## src/rtl/execute_stage.sv

```systemverilog
// Execute stage between decode and memory access: RV32I ALU, address, link and
// branch-condition evaluation. Define RV32M_EN to build in the iterative multiply/divide unit.
module execute_stage (
    input  logic        clk,
    input  logic        rst,
    input  logic [31:0] instr_i,
    input  logic [31:0] pc_i,
    input  logic [31:0] rs1_data_i,
    input  logic [31:0] rs2_data_i,
    output logic        stall_o,
    output logic [31:0] instr_o,
    output logic [31:0] alu_result_o,
    output logic [31:0] data_o,
    output logic [4:0]  sel_rd_o
);
    localparam logic [6:0] OPC_OP     = 7'b0110011;
    localparam logic [6:0] OPC_OP_IMM = 7'b0010011;
    localparam logic [6:0] OPC_LOAD   = 7'b0000011;
    localparam logic [6:0] OPC_STORE  = 7'b0100011;
    localparam logic [6:0] OPC_LUI    = 7'b0110111;
    localparam logic [6:0] OPC_AUIPC  = 7'b0010111;
    localparam logic [6:0] OPC_JAL    = 7'b1101111;
    localparam logic [6:0] OPC_JALR   = 7'b1100111;
    localparam logic [6:0] OPC_BRANCH = 7'b1100011;

    logic [6:0]  opcode;
    logic [2:0]  funct3;
    logic [31:0] imm_i;
    logic [31:0] imm_s;
    logic [31:0] imm_u;
    logic        is_mop;
    logic [31:0] op_b;
    logic [31:0] sra_res;
    logic [31:0] alu_res;
    logic        br_taken;
    logic [31:0] exec_res;
    logic        unused_rs1_field;

    logic [31:0] instr_q, instr_d;
    logic [31:0] result_q, result_d;
    logic [31:0] data_q, data_d;

    assign opcode           = instr_i[6:0];
    assign funct3           = instr_i[14:12];
    assign imm_i            = {{20{instr_i[31]}}, instr_i[31:20]};
    assign imm_s            = {{20{instr_i[31]}}, instr_i[31:25], instr_i[11:7]};
    assign imm_u            = {instr_i[31:12], 12'b0};
    assign is_mop           = (opcode == OPC_OP) && (instr_i[31:25] == 7'b0000001);
    assign unused_rs1_field = ^instr_i[19:15];

    // Only register-register ops take rs2; for OP-IMM bit 30 is an immediate bit
    // except for SRAI, so SUB is gated on OP.
    assign op_b    = (opcode == OPC_OP) ? rs2_data_i : imm_i;
    assign sra_res = $signed(rs1_data_i) >>> op_b[4:0];

    always_comb begin
        alu_res = '0;
        case (funct3)
            3'b000:  alu_res = ((opcode == OPC_OP) && instr_i[30]) ? rs1_data_i - op_b
                                                                   : rs1_data_i + op_b;
            3'b001:  alu_res = rs1_data_i << op_b[4:0];
            3'b010:  alu_res = {31'b0, $signed(rs1_data_i) < $signed(op_b)};
            3'b011:  alu_res = {31'b0, rs1_data_i < op_b};
            3'b100:  alu_res = rs1_data_i ^ op_b;
            3'b101:  alu_res = instr_i[30] ? sra_res : (rs1_data_i >> op_b[4:0]);
            3'b110:  alu_res = rs1_data_i | op_b;
            default: alu_res = rs1_data_i & op_b;
        endcase
    end

    always_comb begin
        br_taken = 1'b0;
        case (funct3)
            3'b000:  br_taken = (rs1_data_i == rs2_data_i);
            3'b001:  br_taken = (rs1_data_i != rs2_data_i);
            3'b100:  br_taken = ($signed(rs1_data_i) < $signed(rs2_data_i));
            3'b101:  br_taken = ($signed(rs1_data_i) >= $signed(rs2_data_i));
            3'b110:  br_taken = (rs1_data_i < rs2_data_i);
            3'b111:  br_taken = (rs1_data_i >= rs2_data_i);
            default: br_taken = 1'b0;
        endcase
    end

    always_comb begin
        exec_res = '0;
        case (opcode)
            OPC_OP:            exec_res = is_mop ? 32'd0 : alu_res;
            OPC_OP_IMM:        exec_res = alu_res;
            OPC_LOAD:          exec_res = rs1_data_i + imm_i;
            OPC_STORE:         exec_res = rs1_data_i + imm_s;
            OPC_LUI:           exec_res = imm_u;
            OPC_AUIPC:         exec_res = pc_i + imm_u;
            OPC_JAL, OPC_JALR: exec_res = pc_i + 32'd4;
            OPC_BRANCH:        exec_res = {31'b0, br_taken};
            default:           exec_res = '0;
        endcase
    end

`ifdef RV32M_EN
    typedef enum logic [1:0] {S_IDLE, S_BUSY, S_DONE} state_t;

    state_t      state_q, state_d;
    logic [4:0]  cnt_q, cnt_d;
    logic [31:0] hi_q, hi_d;
    logic [31:0] lo_q, lo_d;
    logic [31:0] mc_q, mc_d;
    logic [2:0]  mfn_q, mfn_d;
    logic        neg_q, neg_d;
    logic        dz_q, dz_d;

    logic        a_signed_op;
    logic        a_sgn;
    logic        b_sgn;
    logic [31:0] a_mag;
    logic [31:0] b_mag;
    logic [32:0] mul_sum;
    logic [32:0] div_shift;
    logic [33:0] div_trial;
    logic [63:0] prod;
    logic [63:0] prod_fix;
    logic [31:0] quo_fix;
    logic [31:0] rem_fix;
    logic [31:0] m_result;
    logic        unused_trial_bit;

    assign a_signed_op      = !((funct3 == 3'b011) || (funct3 == 3'b101) || (funct3 == 3'b111));
    assign a_sgn            = a_signed_op && rs1_data_i[31];
    assign b_sgn            = a_signed_op && (funct3 != 3'b010) && rs2_data_i[31];
    assign a_mag            = a_sgn ? -rs1_data_i : rs1_data_i;
    assign b_mag            = b_sgn ? -rs2_data_i : rs2_data_i;
    assign mul_sum          = {1'b0, hi_q} + (lo_q[0] ? {1'b0, mc_q} : 33'd0);
    assign div_shift        = {hi_q, lo_q[31]};
    assign div_trial        = {1'b0, div_shift} - {2'b00, mc_q};
    assign unused_trial_bit = div_trial[32];

    assign stall_o = ((state_q == S_IDLE) && is_mop) || (state_q == S_BUSY);

    always_comb begin
        state_d = state_q;
        cnt_d   = cnt_q;
        hi_d    = hi_q;
        lo_d    = lo_q;
        mc_d    = mc_q;
        mfn_d   = mfn_q;
        neg_d   = neg_q;
        dz_d    = dz_q;
        case (state_q)
            S_IDLE: begin
                if (is_mop) begin
                    // Multiply: lo holds the multiplier, mc the multiplicand.
                    // Divide: lo holds the dividend, mc the divisor.
                    state_d = S_BUSY;
                    cnt_d   = 5'd31;
                    hi_d    = '0;
                    lo_d    = funct3[2] ? a_mag : b_mag;
                    mc_d    = funct3[2] ? b_mag : a_mag;
                    mfn_d   = funct3;
                    neg_d   = (funct3[2] && funct3[1]) ? a_sgn : (a_sgn ^ b_sgn);
                    dz_d    = (rs2_data_i == 32'd0);
                end
            end
            S_BUSY: begin
                if (!mfn_q[2]) begin
                    hi_d = mul_sum[32:1];
                    lo_d = {mul_sum[0], lo_q[31:1]};
                end else if (!div_trial[33]) begin
                    hi_d = div_trial[31:0];
                    lo_d = {lo_q[30:0], 1'b1};
                end else begin
                    hi_d = div_shift[31:0];
                    lo_d = {lo_q[30:0], 1'b0};
                end
                cnt_d = cnt_q - 5'd1;
                if (cnt_q == 5'd0) begin
                    state_d = S_DONE;
                    cnt_d   = 5'd0;
                end
            end
            S_DONE:  state_d = S_IDLE;
            default: state_d = S_IDLE;
        endcase
    end

    assign prod     = {hi_q, lo_q};
    assign prod_fix = neg_q ? -prod : prod;
    assign quo_fix  = dz_q ? 32'hFFFF_FFFF : (neg_q ? -lo_q : lo_q);
    assign rem_fix  = neg_q ? -hi_q : hi_q;

    always_comb begin
        m_result = '0;
        case (mfn_q)
            3'b000:         m_result = prod_fix[31:0];
            3'b100, 3'b101: m_result = quo_fix;
            3'b110, 3'b111: m_result = rem_fix;
            default:        m_result = prod_fix[63:32];
        endcase
    end

    always_ff @(posedge clk) begin
        if (rst) begin
            state_q <= S_IDLE;
            cnt_q   <= '0;
            hi_q    <= '0;
            lo_q    <= '0;
            mc_q    <= '0;
            mfn_q   <= '0;
            neg_q   <= 1'b0;
            dz_q    <= 1'b0;
        end else begin
            state_q <= state_d;
            cnt_q   <= cnt_d;
            hi_q    <= hi_d;
            lo_q    <= lo_d;
            mc_q    <= mc_d;
            mfn_q   <= mfn_d;
            neg_q   <= neg_d;
            dz_q    <= dz_d;
        end
    end
`else
    assign stall_o = 1'b0;
`endif

    always_comb begin
        instr_d  = instr_i;
        result_d = exec_res;
        data_d   = rs2_data_i;
`ifdef RV32M_EN
        if (stall_o) begin
            instr_d  = '0;
            result_d = '0;
            data_d   = '0;
        end else if (state_q == S_DONE) begin
            result_d = m_result;
        end
`endif
    end

    always_ff @(posedge clk) begin
        if (rst) begin
            instr_q  <= '0;
            result_q <= '0;
            data_q   <= '0;
        end else begin
            instr_q  <= instr_d;
            result_q <= result_d;
            data_q   <= data_d;
        end
    end

    assign instr_o      = instr_q;
    assign alu_result_o = result_q;
    assign data_o       = data_q;

    always_comb begin
        sel_rd_o = '0;
        case (instr_q[6:0])
            OPC_OP, OPC_OP_IMM, OPC_LOAD, OPC_LUI,
            OPC_AUIPC, OPC_JAL, OPC_JALR: sel_rd_o = instr_q[11:7];
            default:                      sel_rd_o = '0;
        endcase
    end
endmodule
```

## config.mk

```make
export PLATFORM = sky130hd
export DESIGN_NAME = execute_stage
export DESIGN_NICKNAME = d
export VERILOG_FILES = /design/src/rtl/execute_stage.sv
export SDC_FILE = /design/constraint.sdc
export NUM_CORES = 1
export LEC_CHECK = 0
export BUFFER_PORTS_ARGS = -buffer_cell sky130_fd_sc_hd__buf_2
export CORE_MARGIN = 3
export CORE_UTILIZATION = 42
export DETAILED_ROUTE_END_ITERATION = 8
export PLACE_DENSITY = 0.58
export SETUP_SLACK_MARGIN = 0.02
export SYNTH_ARGS = -nofsm -noshare
export SYNTH_HDL_FRONTEND = slang
export SYNTH_SLANG_ARGS = --single-unit
```

## constraint.sdc

```tcl
create_clock -name clk -period 5.73 [get_ports clk]
set_clock_uncertainty 0.15 [all_clocks]
set_input_delay 0.573 -clock clk [delete_from_list [all_inputs] [get_ports clk]]
set_output_delay 0.573 -clock clk [all_outputs]
set_load 0.02 [all_outputs]
```

==> summary.txt, run 1 <==
WHS Endpoint -> instr_o[11]$_SDFF_PP0_
Clk slew on worst S/H paths -> 0.08 ns
# Post-CTS Setup Buffers -> 0
Design area -> 19200 µm²
CP arrival -> 5.42 ns
Max layer used -> met5
M1 wire length -> 38200 µm
Max Cap Violations -> 0
Num CTS Buffers -> 9
Initial Util -> 42.8%
CTS Hold Bufs -> 0
Pin count of the biggest net entering global routing -> 57
Aggregate global routing overflow -> 0
Root Driver -> clkbuf_16
EDFF count, synth -> 0
Final Core Density -> 48.0%
F_max -> 189 MHz
Rows -> 73
Total Wirelength -> 99900 µm
Drt wl/cell -> 31.7 µm
Critical path class -> in -> reg
Synth Warn # -> 0
Avg Cell Area, Syn -> 6.96 µm²
Initial DRC count -> 2810
First-pass GRT wire length -> 141000 µm
Tmin final -> 5.30 ns
Worst setup EP type -> flip-flop
Top cell type's share of synthesized area -> 13.6%
Final period utilization -> 92.5%
Die Y-Extent -> 208 µm
Final slew viol count -> 0
Mapped Nets -> 2782
Routed Antenna Nets -> 0
Post-DP HPWL -> 77600 µm
Met2 WL -> 42100 µm
Synth async-reset ratio -> 0%
Worst hold path type -> in -> reg
Die ar. -> 43300 µm²
GRT Total Usage -> 43.8%
Antenna violations before repair -> 4
Post-Syn Area -> 17100 µm²
Post-Syn Instances -> 2463
Pwr Density -> 164 nW/µm²
Final setup fails -> 0
Crit-path max cell delay -> 0.52 ns
Hold path start -> instr_i[11]
Layout cell share with drive strength beyond 1 -> 15.4%
# DRC -> 0
Unique masters post-synth -> 95
Worst-path cell chain -> buf_2 > nand4bb_4 > nor3_2 > nand2_1 > mux2_2 > ha_1 > inv_1 > fa_1 > nor2b_1 > o2111ai_1 > a32o_1 > o2111ai_1 > a31oi_1 > nor4_1 > o22ai_1 > mux2i_1 > nor4_1 > a21oi_1
Required time of the critical path -> 5.85 ns
Flops & latches, synth -> 96
Nets -> 2942
Cts repair resizes -> 0
H-Tree Depth -> 3
Final TNS setup -> 0 ns
Crit Path Max Fanout -> 13
Number of global-route vias before repair -> 20074
Top cells by area, synth -> ha_1 14%, dfxtp_1 11%, a21oi_1 6.9%
Worst Max-Slew Pin Slew -> 1.27 ns
GP Congestion -> 1.13
Critical path startpoint category -> input port
Clock buffer depth -> 2
Unrepaired setup endpoints after global routing -> no
Cell Count, Final, Fillers Out -> 3155
First-pass DRT Iterations -> 6
Fillcell total -> 4224
Final Hold Vio Count -> 0
Most area-hungry cell type in the Yosys netlist -> ha_1
Final hold slack -> 0.244 ns
Leakage Power -> 8.56 nW
IO buf count -> 230
CORE AREA -> 40000 µm²
VDD IR max -> 0.000144 V
Post-DR vias/cell -> 6.81
Main flop type after synthesis -> dfxtp_1
Slowest-stage cell, CP -> nor4_1
Outcome -> finished clean
DR WL met3 -> 11200 µm
Slew Limit Headroom -> 15.2%
Die width -> 208 µm
Area growth syn-to-layout -> 12.0%
Most frequent cells in the layout -> 237 x nor2_1, 233 x a21oi_1, 230 x buf_2
Hold Crit Depth -> 2
Placed Instance Area -> 18900 µm²
Post-synthesis sequential area ratio -> 11.2%
Placed cell count -> 3137
I/O Pins -> 232
Via count of the routed design -> 21475
CTS sink cnt -> 96
Commonest non-fill, non-tap cell in the layout -> nor2_1
CTS tree -> built
Worst setup startpoint -> instr_i[2]
power by group:
group	total [mW]	switching, mW	internal, mW
Combinational	1.76	1.19	0.574
Clock	0.686	0.373	0.313
Sequential	0.699	0.00765	0.691
Total	3.15	1.57	1.58
per-layer routing:
layer  global-route usage [%]  vias up
met3                     12.1      376
met5                        0        -
met2                     66.2     1493
met4                     30.3        4
li1                         -     9383
met1                     54.1    10219
state kept, by name, indices dropped and copies added (netlist names):
| name | cells |
|---|---|
| alu_result_o | 32 |
| instr_o | 32 |
| data_o | 32 |
how the worst max path moves through the flow:
stage	cells past startpoint	slack [ns]	to
finish	18	0.43	alu_result_o[30]$_SDFF_PP0_
global route	19	0.13	alu_result_o[0]$_SDFF_PP0_
CTS	18	0.60	alu_result_o[30]$_SDFF_PP0_
detailed placement	17	0.21	alu_result_o[20]$_SDFF_PP0_
global placement	18	0.26	alu_result_o[30]$_SDFF_PP0_
floorplan	18	0.96	alu_result_o[31]$_SDFF_PP0_
kinds of logic after synthesis:
| group | Yosys count | synth area share, % |
|---|---|---|
| compound gates | 881 | 33.8 |
| mux | 115 | 7.64 |
| simple gates | 788 | 21.7 |
| other cells | 1 | 0.0219 |
| buf+inv | 313 | 7.62 |
| flops | 96 | 11.2 |
| xor+xnor | 80 | 4.09 |
| fa+ha+maj | 189 | 13.9 |
Yosys cell counts, drive strengths merged (27+ instances only):
cell type and instances:
nand2 227, o22ai 27, a31oi 41, a21oi 238, dfxtp 96, mux2i 87, nor3 64, nor2 241
o211ai 48, a211oi 41, a21o 55, clkbuf 95, and3 29, xnor2 54, buf 71, ha 186
inv 142, o21ai 188, nand3 64, nor2b 45
layout make-up:
| cell class | count | area (µm²) | share of cell area (%) |
|---|---|---|---|
| multi-input cells | 2054 | 14000 | 72.7 |
| flip-flops and latches | 96 | 1920 | 10.0 |
| repair buffers | 315 | 1790 | 9.32 |
| well taps | 525 | 657 | 3.42 |
| diodes | 2 | 5.00 | 0.0261 |
| clock inverters | 7 | 86.3 | 0.450 |
| clock buffers | 9 | 225 | 1.17 |
| inverters | 147 | 552 | 2.87 |
per-stage QoR:
step | worst slack [ns] | total power [mW]
after floorplan | 0.962 | 1.74
after global placement | 0.264 | 2.38
after detailed placement | 0.208 | 2.39
after CTS | 0.595 | 3.08
final | 0.432 | 3.15
after global routing | 0.129 | 3.27
critical path, delay by kind of cell:
family	cells	cell delay, ns
fa+ha+maj	2	0.65
buf+inv	2	0.22
compound gates	6	1.56
mux	2	0.43
simple gates	6	2.00
No activity file was read; power rests on OpenSTA's default activity.
==> inputs of run 2 (changes only) <==
--- a/config.mk
+++ b/config.mk
@@ -9,7 +9,7 @@
 export CORE_MARGIN = 3
 export CORE_UTILIZATION = 42
 export DETAILED_ROUTE_END_ITERATION = 8
-export PLACE_DENSITY = 0.58
+export PLACE_DENSITY = 0.6
 export SETUP_SLACK_MARGIN = 0.02
 export SYNTH_ARGS = -nofsm -noshare
 export SYNTH_HDL_FRONTEND = slang
==> run 2 against run 1 <==
  * Maximum frequency fell by 1.9%
  * Worst hold slack improved by 0.011 ns
  * Flip-flop and latch count unchanged
  * Sequential share of layout area hardly changed
  * Cell area is 0.10% higher
==> summary.txt, run 2 (same netlist as run 1, synthesis figures left out) <==
Outcome -> finished clean
Max Cap Violations -> 0
CORE AREA -> 40000 µm²
Tot Pwr -> 3.12 mW
IO buf count -> 230
Cell Count, Final, Fillers Out -> 3161
Area growth syn-to-layout -> 12.1%
Unrepaired setup endpoints after global routing -> no
Aggregate global routing overflow -> 0
Global-route met3 utilization -> 11.6%
Crit Path Max Fanout -> 19
Critical path startpoint category -> input port
Routed Antenna Nets -> 0
I/O Pins -> 232
H-Tree Depth -> 3
Placed cell count -> 3141
Final period utilization -> 94.3%
WHS Endpoint -> instr_o[7]$_SDFF_PP0_
Pwr Density -> 162 nW/µm²
VDD IR max -> 0.000136 V
Worst Max-Slew Pin Slew -> 1.30 ns
Hold path start -> instr_i[7]
Leakage Power -> 8.57 nW
Final setup fails -> 0
Commonest non-fill, non-tap cell in the layout -> nor2_1
Final TNS setup -> 0 ns
Root Driver -> clkbuf_16
Post-DP HPWL -> 75500 µm
Most frequent cells in the layout -> 237 x nor2_1, 233 x a21oi_1, 230 x buf_2
Required time of the critical path -> 5.89 ns
Gr busiest metal -> met2
Clock buffer depth -> 2
Antenna violations before repair -> 2
Rows -> 73
Die width -> 208 µm
Initial Util -> 42.8%
Total Wirelength -> 97000 µm
Design area -> 19200 µm²
First-pass GRT wire length -> 138000 µm
CTS Hold Bufs -> 0
Number of global-route vias before repair -> 19825
Final Hold Vio Count -> 0
CTS tree -> built
Die ar. -> 43300 µm²
Final Core Density -> 48.0%
Layout cell share with drive strength beyond 1 -> 15.5%
Worst hold path type -> in -> reg
Critical path class -> in -> reg
F_max -> 185 MHz
# DRC -> 0
Cts repair resizes -> 0
Hold Crit Depth -> 2
Tmin final -> 5.40 ns
GP Congestion -> 1.08
Pin count of the biggest net entering global routing -> 69
GRT Total Usage -> 42.7%
Worst setup EP type -> flip-flop
Clk slew on worst S/H paths -> 0.07 ns
Placed Instance Area -> 18900 µm²
CP arrival -> 5.56 ns
Die Y-Extent -> 208 µm
Nets -> 2946
Num CTS Buffers -> 9
Final slew viol count -> 0
Drt wl/cell -> 30.7 µm
Post-DR vias/cell -> 6.73
First-pass DRT Iterations -> 7
# Post-CTS Setup Buffers -> 0
CTS sink cnt -> 96
Initial DRC count -> 2747
Via count of the routed design -> 21284
Met1 Use GR -> 54.4%
Slew Limit Headroom -> 13.2%
Met2 Usage GRT -> 62.8%
## run 2: changes by cell type in the layout (fill, tap and decap cells not counted), sizes merged
cell | previous run | this run
buf | 315 | 319
clkinv | 9 | 6
clkinvlp | 0 | 2
diode | 2 | 4
bufinv | 0 | 1
## run 2: layer usage
layer / wire length [µm] / up-vias
met5: 13 / -
met1: 38100 / 10066
met3: 10800 / 362
li1: - / 9403
met4: 8000 / 2
met2: 40100 / 1451
## run 2: worst max-delay path by stage
| stage | from | end | slack, ns | cells past startpoint |
|---|---|---|---|---|
| final | instr_i[6] | alu_result_o[0]$_SDFF_PP0_ | 0.33 | 19 |
| after CTS | instr_i[2] | alu_result_o[30]$_SDFF_PP0_ | 0.54 | 18 |
| after floorplan | instr_i[2] | alu_result_o[31]$_SDFF_PP0_ | 0.96 | 18 |
| after detailed placement | instr_i[2] | alu_result_o[30]$_SDFF_PP0_ | 0.12 | 18 |
| after global placement | instr_i[2] | alu_result_o[30]$_SDFF_PP0_ | 0.20 | 18 |
| after global routing | instr_i[6] | alu_result_o[0]$_SDFF_PP0_ | 0.09 | 19 |
## run 2: critical path: stages
cell      delay [ns]
buf_2           0.14
and3b_1         0.57
nand2_2         0.17
and2_1          0.23
buf_4           0.22
a21o_1          0.21
inv_1           0.08
ha_1            0.27
nor2b_1         0.10
o21ai_0         0.27
a211oi_1        0.14
o311ai_0        0.38
o311ai_0        0.28
o21ai_0         0.43
nand2_1         0.11
a221o_1         0.35
a21oi_1         0.58
o221ai_1        0.25
a21oi_1         0.18
## run 2: where the power goes
group | switching (mW) | leakage (nW) | total (mW) | internal, mW
Combinational | 1.15 | 7.64 | 1.72 | 0.573
Clock | 0.361 | 0.143 | 0.704 | 0.344
Sequential | 0.00754 | 0.791 | 0.698 | 0.691
Total | 1.51 | 8.57 | 3.12 | 1.61
## run 2: final cells by class
cell class / instances / area [µm²]
inverters: 147 / 552
diodes: 4 / 10.0
clock inverters: 7 / 76.3
multi-input cells: 2054 / 14000
clock buffers: 9 / 225
flip-flops and latches: 96 / 1920
fillers: 4184 / 20800
well taps: 525 / 657
repair buffers: 319 / 1820
## run 2: metrics by stage
step	worst slack, ns	hold WS, ns
CTS	0.539	0.241
global placement	0.204	0.657
finish	0.329	0.255
global route	0.0875	0.266
detailed placement	0.123	0.666
floorplan	0.962	0.551
